### config.mk
export PLATFORM = sky130hd
export DESIGN_NAME = rom_dl_writer
export DESIGN_NICKNAME = d
export VERILOG_FILES = /design/src/rtl/rom_dl_writer.sv
export SDC_FILE = /design/constraint.sdc
export NUM_CORES = 1
export LEC_CHECK = 0
export ABC_AREA = 1
export BUFFER_PORTS_ARGS = -buffer_cell sky130_fd_sc_hd__buf_2
export CAP_MARGIN = 20
export CORE_MARGIN = 1.5
export CORE_UTILIZATION = 50
export CTS_CLUSTER_SIZE = 16
export DETAILED_ROUTE_END_ITERATION = 8
export GPL_ROUTABILITY_DRIVEN = 0
export PLACE_DENSITY = 0.7
export SLEW_MARGIN = 40
export SYNTH_ARGS = -nofsm -noshare
export SYNTH_HDL_FRONTEND = slang
export SYNTH_SLANG_ARGS = --single-unit
### constraint.sdc
create_clock -name clk_sys -period 3.61 [get_ports clk_sys]
set_clock_uncertainty 0.05 [all_clocks]
set_input_delay 0.361 -clock clk_sys [delete_from_list [all_inputs] [get_ports clk_sys]]
set_output_delay 0.361 -clock clk_sys [all_outputs]
set_load 0.005 [all_outputs]
### src/rtl/rom_dl_writer.sv
// Queues hps_io ROM download words and writes them byte-swapped to ddram over a toggle req/ack handshake.
// Latency: at least 2 cycles per word plus ddram ack delay. Backpressure: ioctl_wait is raised one slot before the FIFO is full.
`timescale 1ns/1ps
module rom_dl_writer #(
    parameter int DEPTH = 4
) (
    input  logic        clk_sys,
    input  logic        reset_n,
    input  logic        ioctl_download,
    input  logic        ioctl_wr,
    input  logic [24:0] ioctl_addr,
    input  logic [15:0] ioctl_data,
    output logic        ioctl_wait,
    output logic [24:0] wraddr,
    output logic [15:0] din,
    output logic        we_req,
    input  logic        we_ack,
    output logic [23:0] rom_size,
    output logic        done,
    output logic        overflow
);

    localparam int AW = $clog2(DEPTH);
    localparam int CW = AW + 1;

    typedef enum logic {IDLE, BUSY} state_t;

    logic [39:0]   mem [DEPTH];
    logic [AW-1:0] wr_ptr;
    logic [AW-1:0] rd_ptr;
    logic [CW-1:0] count;
    logic [CW-1:0] count_nxt;
    state_t        state;
    logic          dl_q;
    logic          armed;

    logic          full;
    logic          push;
    logic          pop;
    logic          dl_rise;
    logic          dl_fall;
    logic [24:0]   size_cand;
    logic [23:0]   size_new;
    logic [23:0]   size_base;
    logic [39:0]   head;

    assign full      = (count == CW'(DEPTH));
    assign push      = ioctl_download & ioctl_wr & ~full;
    assign pop       = (state == BUSY) & (we_ack == we_req);
    assign count_nxt = count + CW'(push) - CW'(pop);
    assign dl_rise   = ioctl_download & ~dl_q;
    assign dl_fall   = ~ioctl_download & dl_q;
    assign size_cand = {1'b0, ioctl_addr[24:1]} + 25'd1;
    assign size_new  = size_cand[24] ? 24'hFFFFFF : size_cand[23:0];
    // A push on the same cycle as a new download compares against a cleared size.
    assign size_base = dl_rise ? 24'd0 : rom_size;
    assign head      = mem[rd_ptr];

    always_ff @(posedge clk_sys) begin
        if (push) begin
            mem[wr_ptr] <= {ioctl_addr[24:1], ioctl_data};
        end
    end

    always_ff @(posedge clk_sys) begin
        if (!reset_n) begin
            wr_ptr     <= '0;
            rd_ptr     <= '0;
            count      <= '0;
            state      <= IDLE;
            dl_q       <= 1'b0;
            armed      <= 1'b0;
            ioctl_wait <= 1'b0;
            done       <= 1'b0;
            overflow   <= 1'b0;
            rom_size   <= '0;
            wraddr     <= '0;
            din        <= '0;
            // Resync so an abandoned transaction never looks pending.
            we_req     <= we_ack;
        end else begin
            dl_q <= ioctl_download;

            if (push) begin
                wr_ptr <= wr_ptr + AW'(1);
            end
            if (pop) begin
                rd_ptr <= rd_ptr + AW'(1);
            end
            count      <= count_nxt;
            ioctl_wait <= (count_nxt >= CW'(DEPTH - 1));
            overflow   <= (overflow & ~dl_rise) | (ioctl_download & ioctl_wr & full);

            if (push && (size_new > size_base)) begin
                rom_size <= size_new;
            end else if (dl_rise) begin
                rom_size <= '0;
            end

            case (state)
                IDLE: begin
                    if (count != '0) begin
                        wraddr <= {head[39:16], 1'b0};
                        din    <= {head[7:0], head[15:8]};
                        we_req <= ~we_req;
                        state  <= BUSY;
                    end
                end
                BUSY: begin
                    if (we_ack == we_req) begin
                        state <= IDLE;
                    end
                end
                default: state <= IDLE;
            endcase

            done <= 1'b0;
            if (dl_rise) begin
                armed <= 1'b0;
            end else if (dl_fall) begin
                armed <= 1'b1;
            end else if (armed && (count == '0) && (state == IDLE)) begin
                done  <= 1'b1;
                armed <= 1'b0;
            end
        end
    end

endmodule

==> flow_summary_export.csv <==
group,metric,value,unit
synth,synth_edf_count,161,
detailed_routing,avgRoutedWirePerCell,15.7,µm
floorplanning,die_w,150,µm
synth,synthArstFlopShare,0,%
final_layout,fin_nets,1286,
clocking,htreeDepth,1,
outcome,status,"complete, no violations",
sta,relSlewSlack,48.5,%
clocking,post_cts_resize_count,0,
sta,fmax,343,MHz
critical_path,cp-start-kind,"input pin",
synth,synth_cell_type_count,36,
synth,avgSynthCellArea,9.86,µm²
floorplanning,core-area,21000,µm²
final_layout,layout_commonest_cell,"nor2_1",
critical_path,worstPathRequired,4.02,ns
clocking,tritoncts,"done",
critical_path,worstPathArrival,3.33,ns
detailed_routing,vias,7776,
grt,grt_overflow_total,0,
detailed_routing,drt-initial-drc-count,432,
sta,finalCritPeriodShare,80.8,%
detailed_routing,ant_nets,0,
final_layout,most-common-layout-cells,"204 x nor2_1, 161 x edfxtp_1, 146 x nand2_1, 128 x o21ai_0, 112 x buf_2",
placement,portBuffers,112,
floorplanning,ios,115,
placement,hpwl,14.5,mm
floorplanning,start_util,51.1,%
detailed_routing,totalWireLength,23.6,mm
synth,ys_ff_latch,238,
clocking,cts.sinks,238,
detailed_routing,routed_via_density,5.17,
detailed_routing,drt-pass1-iter-count,5,
floorplanning,die-area,22400,µm²
grt,globalRouteMet1Util,27.0,%
clocking,cts_buffers,26,
floorplanning,die_h,150,µm
sta,tightest_slew,0.771,ns
synth,yosysWarnings,0,
sta,hold-worst-slack,0.0184,ns
sta,final.setup.tns,0,ns
grt,grt_usage,21.3,%
sta,min_period,2.92,ns
synth,synthesis.nets,1167,
critical_path,critical_path.startpoint,"ioctl_download",
final_layout,final_layout_size_suffix_gt1_share,21.4,%
critical_path,end_kind,"flip-flop",
critical_path,cp_max_fo,25,
clocking,cts_setup_buffers,0,
pwr,power_density,619,nW/µm²
critical_path,r2r_start,"dl_q",
critical_path,path_class,"input pin to flip-flop",
grt,grt_use_met3,3.81,%
detailed_routing,drc_errors,0,
clocking,cts.clk_slew.worst_paths,0.06,ns
sta,finalHoldViolCount,0,
clocking,cts-root-buf,"clkbuf_16",
clocking,cts_hold_buf,17,
floorplanning,fp-row-count,53,
sta,finalMaxSlewViolations,0,
grt,grt_max_degree,82,
pwr,ir_drop,0.000367,V
grt,antenna_found_initial,1,
sta,rsz0062_at_grt,"no",
grt,grt_pass1_vias,7295,
grt,grt_pass1_wl,37.3,mm
critical_path,rr_worst_depth,13,
final_layout,area_delta_synth_final,17.0,%
synth,synth-seq-area-share,59.4,%
grt,met2_usage,36.8,%
hold_path,hp-class,"input pin to flip-flop",
synth,syn_inst,1089,
synth,syn_area,10700,µm²
synth,synth_ff_type,"edfxtp_1",
clocking,clkLatencyLatePin,0.53,ns
hold_path,min_from,"ioctl_addr[5]",
hold_path,holdPathStages,1,
clocking,cts_buffer_depth,3,
job,maxCapViolCount,0,
grt,grt-busiest-layer,"met2",
sta,setup_viol,0,
pwr,leakage,0.00502,µW
-- cells in the mapped netlist (9+ instances only) --
master,number,area (µm²)
inv_1,61,229
nor2_1,209,785
a31oi_1,40,250
edfxtp_1,161,4830
nor2_2,47,294
dfxtp_1,77,1540
a21oi_1,16,80.1
a21boi_0,17,128
nand2_1,146,548
nand3_1,28,140
o21ai_0,128,641
ha_1,31,388
clkbuf_1,32,120
nand3_2,16,160
buf_6,9,101
-- kinds of logic (layout without fill, tap and decap cells) --
logic type / after synthesis / in the layout / share of synthesized area [%]
XOR/XNOR: 13 / 13 / 1.06
buffers and inverters: 126 / 265 / 5.33
AND/OR/NAND/NOR: 467 / 467 / 19.4
adder cells (fa/ha/maj): 32 / 32 / 3.80
flip-flops: 238 / 238 / 59.4
AO/OA/AOI/OAI: 212 / 212 / 11.0
other: 1 / 2 / 0.0349
-- final cells by class --
| class | instances | area [µm²] |
|---|---|---|
| tap | 275 | 344 |
| multi-input combinational | 725 | 3830 |
| clock buffer | 37 | 732 |
| timing repair buffer | 148 | 915 |
| antenna | 1 | 2.50 |
| fill | 1757 | 8460 |
| clock inverter | 11 | 98.8 |
| sequential | 238 | 6380 |
| inverter | 69 | 262 |
-- worst max-delay path, stage by stage --
cell and delay, ns:
dlygate4sd3_1 0.54, buf_2 0.15, inv_1 0.07, nor2_1 0.06, inv_2 0.33, nand2_1 0.14, ha_1 0.33, nand2_1 0.07
nor2_1 0.15, nand4_1 0.13, nor2_1 0.25, nand2_1 0.11, nand3_2 0.10, buf_4 0.26, a21boi_0 0.15, nor2_2 0.14
-- power by group --
part	leakage (µW)	internal (µW)	switching [µW]
sequential	0.00210	3290	170
clock	0.000406	1490	1050
combinational	0.00252	647	1150
total	0.00502	5420	2370
-- per-stage QoR --
step | setup WS, ns | utilization, % | power (µW) | cells | area (µm²)
final | 0.692 | 59.8 | 7780 | 1504 | 12600
after global routing | 0.474 | 59.8 | 8210 | 1503 | 12600
after CTS | 0.703 | 59.7 | 7860 | 1503 | 12600
after detailed placement | 0.303 | 55.0 | 5310 | 1438 | 11600
after global placement | 0.354 | 55.0 | 5260 | 1438 | 11600
after floorplan | 0.743 | - | 4650 | 1089 | 10700
-- final timing paths --
kind,endpoint,slack (ns)
min,mem[0][20],0.02
max,rom_size[1],0.69
min reg2reg,done,0.40
max reg2reg,rom_size[1],0.95
-- sequential cells by signal, indices dropped and copies added (netlist names) --
| signal | count |
|---|---|
| we_req | 1 |
| done | 1 |
| count | 3 |
| ioctl_wait | 1 |
| wraddr | 24 |
| rom_size | 24 |
| rd_ptr | 2 |
| mem | 160 |
| armed | 1 |
| state | 1 |
| overflow | 1 |
| dl_q | 1 |
| din | 16 |
| wr_ptr | 2 |
-- per-layer routing --
layer	vias to the layer above	wire length, µm
met5	-	7
met4	2	625
met3	45	1460
met2	192	11500
met1	3618	9980
li1	3919	-
Note: power is estimated with default switching activity, not from simulation.
